**src/rtl/bridge_pkg.sv**
```systemverilog
// Shared types for the UART bridge host-side command encoder: instruction codes,
// encoder states and the 4-byte command header layout.
`timescale 1ns/1ps
package bridge_pkg;

  typedef enum logic [1:0] {
    INSTR_READ  = 2'b01,
    INSTR_WRITE = 2'b10
  } instr_e;

  localparam int HDR_BYTES = 4;

  // Element [0] is the first byte on the line.
  typedef logic [HDR_BYTES-1:0][7:0] hdr_t;

  typedef enum logic [2:0] {
    ST_IDLE,
    ST_HDR,
    ST_FETCH,
    ST_DATA_TX,
    ST_DONE
  } enc_state_e;

  function automatic hdr_t pack_hdr(input logic [1:0]  instr,
                                    input logic [1:0]  sel,
                                    input logic [11:0] addr,
                                    input logic [11:0] burst);
    hdr_t h;
    h[0] = {instr, sel, addr[11:8]};
    h[1] = addr[7:0];
    h[2] = {4'b0000, burst[11:8]};
    h[3] = burst[7:0];
    return h;
  endfunction

endpackage

```
**src/rtl/uart_tx_byte.sv**
```systemverilog
// 8N1 byte serializer, LSB first. A start request during the last stop-bit cycle
// chains the next byte with no idle gap.
`timescale 1ns/1ps
module uart_tx_byte #(
  parameter int CLKS_PER_BIT = 2604
) (
  input  logic       clk,
  input  logic       rst_n,
  input  logic       start,
  input  logic [7:0] byte_in,
  output logic       tx,
  output logic       done
);

  localparam int             TW     = $clog2(CLKS_PER_BIT);
  localparam logic [TW-1:0]  T_LAST = TW'(CLKS_PER_BIT - 1);

  logic          active_q, active_d;
  logic [TW-1:0] tmr_q, tmr_d;
  logic [3:0]    idx_q, idx_d;
  logic [9:0]    frm_q, frm_d;
  logic          tx_q, tx_d;

  assign done = active_q && (idx_q == 4'd9) && (tmr_q == T_LAST);
  assign tx   = tx_q;

  always_comb begin
    active_d = active_q;
    tmr_d    = tmr_q;
    idx_d    = idx_q;
    frm_d    = frm_q;
    tx_d     = tx_q;
    if (start && (!active_q || done)) begin
      active_d = 1'b1;
      tmr_d    = '0;
      idx_d    = 4'd0;
      frm_d    = {1'b1, byte_in, 1'b0};
      tx_d     = 1'b0;
    end else if (active_q) begin
      if (tmr_q == T_LAST) begin
        tmr_d = '0;
        if (idx_q == 4'd9) begin
          active_d = 1'b0;
          tx_d     = 1'b1;
        end else begin
          idx_d = idx_q + 4'd1;
          tx_d  = frm_q[idx_d];
        end
      end else begin
        tmr_d = tmr_q + TW'(1);
      end
    end
  end

  always_ff @(posedge clk or negedge rst_n) begin
    if (!rst_n) begin
      active_q <= 1'b0;
      tmr_q    <= '0;
      idx_q    <= 4'd0;
      frm_q    <= '1;
      tx_q     <= 1'b1;
    end else begin
      active_q <= active_d;
      tmr_q    <= tmr_d;
      idx_q    <= idx_d;
      frm_q    <= frm_d;
      tx_q     <= tx_d;
    end
  end

endmodule

```
**src/rtl/uart_cmd_encoder.sv**
```systemverilog
// Host-side UART bridge command encoder: takes one bus command plus write bytes and
// sequences header and data bytes onto the serial line through uart_tx_byte.
`timescale 1ns/1ps
import bridge_pkg::*;

module uart_cmd_encoder #(
  parameter int SLAVE_LEN    = 2,
  parameter int ADDR_LEN     = 12,
  parameter int DATA_LEN     = 8,
  parameter int BURST_LEN    = 12,
  parameter int CLKS_PER_BIT = 2604
) (
  input  logic                 clk,
  input  logic                 reset,
  input  logic                 cmd_valid,
  output logic                 cmd_ready,
  input  logic [1:0]           cmd_instruction,
  input  logic [SLAVE_LEN-1:0] cmd_slave_select,
  input  logic [ADDR_LEN-1:0]  cmd_address,
  input  logic [BURST_LEN-1:0] cmd_burst_num,
  input  logic                 wdata_valid,
  output logic                 wdata_ready,
  input  logic [DATA_LEN-1:0]  wdata,
  output logic                 tx_data,
  output logic                 busy,
  output logic                 frame_done,
  output logic                 cmd_err
);

  if (SLAVE_LEN > 2 || ADDR_LEN > 12 || BURST_LEN > 12 || DATA_LEN != 8 ||
      CLKS_PER_BIT < 2) begin : g_param_err
    $error("uart_cmd_encoder: unsupported parameter set");
  end

  enc_state_e           state_q, state_d;
  hdr_t                 hdr_q, hdr_d, hdr_in;
  logic [1:0]           hdr_idx_q, hdr_idx_d;
  logic [BURST_LEN-1:0] beat_q, beat_d;
  logic                 is_wr_q, is_wr_d;
  logic                 cmd_ready_q, cmd_ready_d;
  logic                 wdata_ready_q, wdata_ready_d;
  logic                 busy_q, busy_d;
  logic                 frame_done_q, frame_done_d;
  logic                 cmd_err_q, cmd_err_d;

  logic [1:0]  sel_ext;
  logic [11:0] addr_ext, burst_ext;
  logic        cmd_legal, tx_start, tx_done;
  logic [7:0]  tx_byte;

  always_comb begin
    sel_ext                      = '0;
    addr_ext                     = '0;
    burst_ext                    = '0;
    sel_ext[SLAVE_LEN-1:0]       = cmd_slave_select;
    addr_ext[ADDR_LEN-1:0]       = cmd_address;
    burst_ext[BURST_LEN-1:0]     = cmd_burst_num;
    hdr_in    = pack_hdr(cmd_instruction, sel_ext, addr_ext, burst_ext);
    // A write with nothing to send is meaningless; a zero-beat read is fine.
    cmd_legal = (cmd_instruction == INSTR_READ) ||
                ((cmd_instruction == INSTR_WRITE) && (cmd_burst_num != '0));
  end

  always_comb begin
    state_d   = state_q;
    hdr_d     = hdr_q;
    hdr_idx_d = hdr_idx_q;
    beat_d    = beat_q;
    is_wr_d   = is_wr_q;
    cmd_err_d = 1'b0;
    tx_start  = 1'b0;
    tx_byte   = hdr_q[hdr_idx_q];
    case (state_q)
      ST_IDLE: begin
        if (cmd_valid && cmd_ready_q) begin
          if (cmd_legal) begin
            state_d   = ST_HDR;
            hdr_d     = hdr_in;
            hdr_idx_d = 2'd0;
            beat_d    = cmd_burst_num;
            is_wr_d   = (cmd_instruction == INSTR_WRITE);
            tx_start  = 1'b1;
            tx_byte   = hdr_in[0];
          end else begin
            cmd_err_d = 1'b1;
          end
        end
      end
      ST_HDR: begin
        if (tx_done) begin
          if (hdr_idx_q == 2'(HDR_BYTES - 1)) begin
            state_d = is_wr_q ? ST_FETCH : ST_DONE;
          end else begin
            hdr_idx_d = hdr_idx_q + 2'd1;
            tx_start  = 1'b1;
            tx_byte   = hdr_q[hdr_idx_d];
          end
        end
      end
      ST_FETCH: begin
        if (wdata_valid && wdata_ready_q) begin
          state_d  = ST_DATA_TX;
          beat_d   = beat_q - BURST_LEN'(1);
          tx_start = 1'b1;
          tx_byte  = wdata;
        end
      end
      ST_DATA_TX: begin
        if (tx_done) state_d = (beat_q == '0) ? ST_DONE : ST_FETCH;
      end
      ST_DONE:  state_d = ST_IDLE;
      default:  state_d = ST_IDLE;
    endcase
    cmd_ready_d   = (state_d == ST_IDLE);
    wdata_ready_d = (state_d == ST_FETCH);
    busy_d        = (state_d == ST_HDR) || (state_d == ST_FETCH) || (state_d == ST_DATA_TX);
    frame_done_d  = (state_d == ST_DONE);
  end

  always_ff @(posedge clk or negedge reset) begin
    if (!reset) begin
      state_q       <= ST_IDLE;
      hdr_q         <= '0;
      hdr_idx_q     <= 2'd0;
      beat_q        <= '0;
      is_wr_q       <= 1'b0;
      cmd_ready_q   <= 1'b0;
      wdata_ready_q <= 1'b0;
      busy_q        <= 1'b0;
      frame_done_q  <= 1'b0;
      cmd_err_q     <= 1'b0;
    end else begin
      state_q       <= state_d;
      hdr_q         <= hdr_d;
      hdr_idx_q     <= hdr_idx_d;
      beat_q        <= beat_d;
      is_wr_q       <= is_wr_d;
      cmd_ready_q   <= cmd_ready_d;
      wdata_ready_q <= wdata_ready_d;
      busy_q        <= busy_d;
      frame_done_q  <= frame_done_d;
      cmd_err_q     <= cmd_err_d;
    end
  end

  uart_tx_byte #(.CLKS_PER_BIT(CLKS_PER_BIT)) u_tx (
    .clk     (clk),
    .rst_n   (reset),
    .start   (tx_start),
    .byte_in (tx_byte),
    .tx      (tx_data),
    .done    (tx_done)
  );

  assign cmd_ready   = cmd_ready_q;
  assign wdata_ready = wdata_ready_q;
  assign busy        = busy_q;
  assign frame_done  = frame_done_q;
  assign cmd_err     = cmd_err_q;

endmodule
```
**config.mk**
```make
export PLATFORM = sky130hd
export DESIGN_NAME = uart_cmd_encoder
export DESIGN_NICKNAME = d
export VERILOG_FILES = /design/src/rtl/bridge_pkg.sv /design/src/rtl/uart_tx_byte.sv /design/src/rtl/uart_cmd_encoder.sv
export SDC_FILE = /design/constraint.sdc
export NUM_CORES = 1
export LEC_CHECK = 0
export CORE_MARGIN = 3
export CORE_UTILIZATION = 40
export CTS_CLUSTER_DIAMETER = 80
export DETAILED_ROUTE_END_ITERATION = 16
export GPL_TIMING_DRIVEN = 0
export PLACE_DENSITY = 0.7
export SYNTH_ARGS = -nofsm -noshare
export SYNTH_HDL_FRONTEND = slang
export SYNTH_HIERARCHICAL = 1
export SYNTH_SLANG_ARGS = --single-unit
```
**constraint.sdc**
```tcl
create_clock -name clk -period 3.7 [get_ports clk]
set_input_delay 0.925 -clock clk [delete_from_list [all_inputs] [get_ports clk]]
set_output_delay 0.925 -clock clk [all_outputs]
set_load 0.02 [all_outputs]
```
==> flow_summary_export.csv <==
group,metric,value,unit
yosys,synthesized_instance_count,471,
power_and_ir_drop,power.total,3.05,mW
floorplan,coreArea,0.0105,mm2
global_route,grt_pass1_wl,19000,um
global_route,first_global_vias,3831,
clock_network,postCtsResizedCells,5,
detailed_routing,vias_per_cell,5.72,
sta,postLayoutSetupSlackWorst,0.179,ns
yosys,synth_async_sr_flop_share,100,%
sta,setup_violations,0,
power_and_ir_drop,switching_power,1.10,mW
detailed_routing,num_vias,3824,
placed_design,dpl-instance-area,0.00503,mm2
worst_setup_path,r2r_slack,0.28,ns
power_and_ir_drop,static-leakage-power,2.23,nW
yosys,synth.top_cells.by_area,"sky130_fd_sc_hd__dfrtp_1, sky130_fd_sc_hd__nand2_1, sky130_fd_sc_hd__dfstp_2, sky130_fd_sc_hd__mux4_2, sky130_fd_sc_hd__o21ai_0",
global_route,grt-ovfl-total,0,
sta,fin_crit_sh,95.2,%
floorplan,pin_count,46,
yosys,post_synthesis_cell_type_count,64,
power_and_ir_drop,netSwitchingFraction,36.2,%
layout,stdcell_area,0.00529,mm2
clock_network,htree_levels,3,
sta,final_critical_delay_including_setup_and_external_delays,3.52,ns
clock_network,cts_made_buffers,9,
global_route,grt_use_total,18.8,%
power_and_ir_drop,p_int,1.95,mW
yosys,avgSynthCellArea,9.33,um2
detailed_routing,wirelength,11200,um
sta,report.final.slew_viol_count,0,
floorplan,floorplan.rows,37,
clock_network,cts_root_buffer,"sky130_fd_sc_hd__clkbuf_8",
floorplan,die-area,0.0123,mm2
clock_network,cts-root-to-sink-buffers,2,
power_and_ir_drop,power.share.clock,24.4,%
layout,synthesis_to_finish_area_growth,20.4,%
global_route,grt_start_max_net_pins,44,
power_and_ir_drop,power_density,576,mW/mm2
sta,slew_at_the_pin_closest_to_its_max_slew_limit,0.984,ns
layout,final_layout_size_suffix_gt1_share,13.0,%
worst_setup_path,worst-endpoint-arrival,3.81,ns
yosys,synth_seq_area_share,44.7,%
yosys,yosysWarningCount,6,
yosys,synth_top_area_share,38.7,%
global_route,antenna_found_initial,0,
detailed_routing,drc_errors,0,
sta,final.setup_skew,0.0138,ns
yosys,total_standard_cell_area_after_synthesis,0.00439,mm2
placed_design,pre_cts_ws,-0.555,ns
clock_network,clock_sinks,78,
worst_setup_path,setup.worst_path.class,"in -> reg",
detailed_routing,final_antenna_net_count,0,
sta,hold_viol,0,
detailed_routing,firstDrtPassIters,6,
sta,max_freq,284,MHz
sta,slew_headroom,33.9,%
layout,final_net_count,573,
sta,rsz0062_at_grt,"no",
power_and_ir_drop,seqPwrFrac,43.3,%
yosys,synthDominantAreaCellType,"sky130_fd_sc_hd__dfrtp_1",
worst_setup_path,cp-end-kind,"flop",
min_path,hp-class,"reg -> reg",
clock_network,clkSlewWorstSetupHoldPaths,0.08,ns
floorplan,die-height,111,um
yosys,synth_edf_count,0,
power_and_ir_drop,ir_worst_vdd,310,uV
clock_network,cts.repair_timing.setup_buffer_count,0,
placed_design,detailedPlacementHpwl,8370,um
worst_setup_path,worst-path-max-fanout,11,
clock_network,clock_tree_from_tritoncts,"done",
layout,final_core_utilization,50.4,%
run_status,run_status,"completed",
yosys,synth_flop_cell,"sky130_fd_sc_hd__dfrtp_1",
detailed_routing,drt_first_iter_violations,293,
floorplan,chipWidth,111,um
detailed_routing,detail_route.wl_per_cell,16.8,um
clock_network,postCtsHoldBufs,0,
clock_network,worst_skew_pair.late_latency,0.36,ns
floorplan,floorplan.initialDensity,41.8,%
yosys,synth.ff_latch_count,78,
yosys,synth_fp_nets,517,
layout,fillers,980,
worst_setup_path,worst_ep_required_time,3.98,ns
placed_design,port-buffer-count,45,
job,timing.max_cap.violations,0,
layout,antenna_cells,0,
power_and_ir_drop,power.combinational.fraction,32.4,%
placed_design,gp_congestion,0.870,
worst_setup_path,timing.critical_path.from_type,"input pin",
critical path, cell delays in order:
cell                              delay, ns
sky130_fd_sc_hd__clkdlybuf4s50_1       0.47
sky130_fd_sc_hd__or4_1                 0.61
sky130_fd_sc_hd__o41a_1                0.51
sky130_fd_sc_hd__a31oi_4               0.33
sky130_fd_sc_hd__nor2_4                0.12
sky130_fd_sc_hd__nand2b_1              0.21
sky130_fd_sc_hd__o21ai_1               0.14
sky130_fd_sc_hd__buf_4                 0.20
sky130_fd_sc_hd__mux2_2                0.28
synthesized netlist by cell type, types with 10 or more instances:
| cell type | count |
|---|---|
| sky130_fd_sc_hd__nand2b_1 | 10 |
| sky130_fd_sc_hd__a21oi_1 | 25 |
| sky130_fd_sc_hd__mux4_2 | 10 |
| sky130_fd_sc_hd__o21ai_0 | 27 |
| sky130_fd_sc_hd__nor2_1 | 25 |
| sky130_fd_sc_hd__mux2_2 | 12 |
| sky130_fd_sc_hd__clkbuf_1 | 12 |
| sky130_fd_sc_hd__dfrtp_1 | 68 |
| sky130_fd_sc_hd__nand2_1 | 113 |
| sky130_fd_sc_hd__nand3_1 | 19 |
| sky130_fd_sc_hd__dfstp_2 | 10 |
per-stage QoR:
step / std cells / hold WS (ns) / TNS (ns)
floorplan: 471 / 0.457 / 0
global placement: 652 / 0.471 / -81.77
detailed placement: 653 / 0.480 / -9.19
CTS: 668 / 0.493 / 0
global route: 668 / 0.507 / 0
finish: 668 / 0.491 / 0
sequential cells by signal, indices dropped and copies added (netlist names), 2 cells and up:
| name | cells |
|---|---|
| hdr_q | 28 |
| beat_q | 12 |
| u_tx/tmr_q | 12 |
| u_tx/frm_q | 9 |
| u_tx/idx_q | 4 |
| state_q | 3 |
| hdr_idx_q | 2 |
cells by family after synthesis:
group | synth area share (%)
adders and majority gates | 1.71
DFF | 44.7
and+or+nand+nor | 23.7
muxes | 9.57
buffers and inverters | 2.79
xor gates and xnor gates | 1.99
AOI/OAI and AO/OA | 15.5
cell usage in the layout, fill, tap and decap left out, drive strengths merged, types with 7 or more instances in the layout:
cell             n
a22oi            8
a21oi           25
inv              8
nand3           20
nor3             8
mux2            12
nand2          113
clkbuf          20
nor2            26
xor2             8
clkdlybuf4s50   44
mux4            10
dfstp           10
nor2b            7
dfrtp           68
buf             12
nand2b          10
o21ai           31
path summary, 6_finish.rpt:
| check | start | endpoint | depth (start not counted) |
|---|---|---|---|
| max | cmd_burst_num[3] | u_tx/frm_q[3]$_DFFE_PN1N_ | 9 |
| min | u_tx/frm_q[0]$_DFFE_PN1N_ | u_tx/frm_q[0]$_DFFE_PN1N_ | 1 |
| max reg2reg | u_tx/tmr_q[0]$_DFFE_PN0P_ | u_tx/frm_q[3]$_DFFE_PN1N_ | 12 |
| min reg2reg | u_tx/frm_q[0]$_DFFE_PN1N_ | u_tx/frm_q[0]$_DFFE_PN1N_ | 1 |
| max in group asynchronous | reset | hdr_q[1]$_DFFE_PN0P_ | 2 |
| min in group asynchronous | reset | cmd_err$_DFF_PN0_ | 1 |
layer usage:
layer	up-vias	wire length [um]	part of all wire [%]	GRT usage, %
met2	106	5750	51	32.5
li1	1814	-	-	-
met1	1895	4900	44	23.5
met4	0	131	1.2	5.01
met5	-	0	0	0
met3	9	475	4.2	4.37
cell type report:
class	instances	area, um2	area share, %
Buffer	21	96.3	1.82
Clock buffer	9	124	2.34
Clock inverter	7	104	1.96
Inverter	6	22.5	0.426
Multi-Input combinational cell	365	2340	44.3
Sequential cell	78	1960	37.1
Tap cell	136	170	3.22
Timing Repair Buffer	46	468	8.84
power by group through the flow:
stage	clock [mW]	sequential (mW)	combinational (mW)
finish	0.742	1.32	0.987
global placement	0	1.30	0.940
CTS	0.763	1.31	0.982
floorplan	0	1.26	0.707
detailed placement	0	1.32	0.962
global route	0.812	1.35	1.10
No activity file was read; power rests on OpenSTA's default activity.
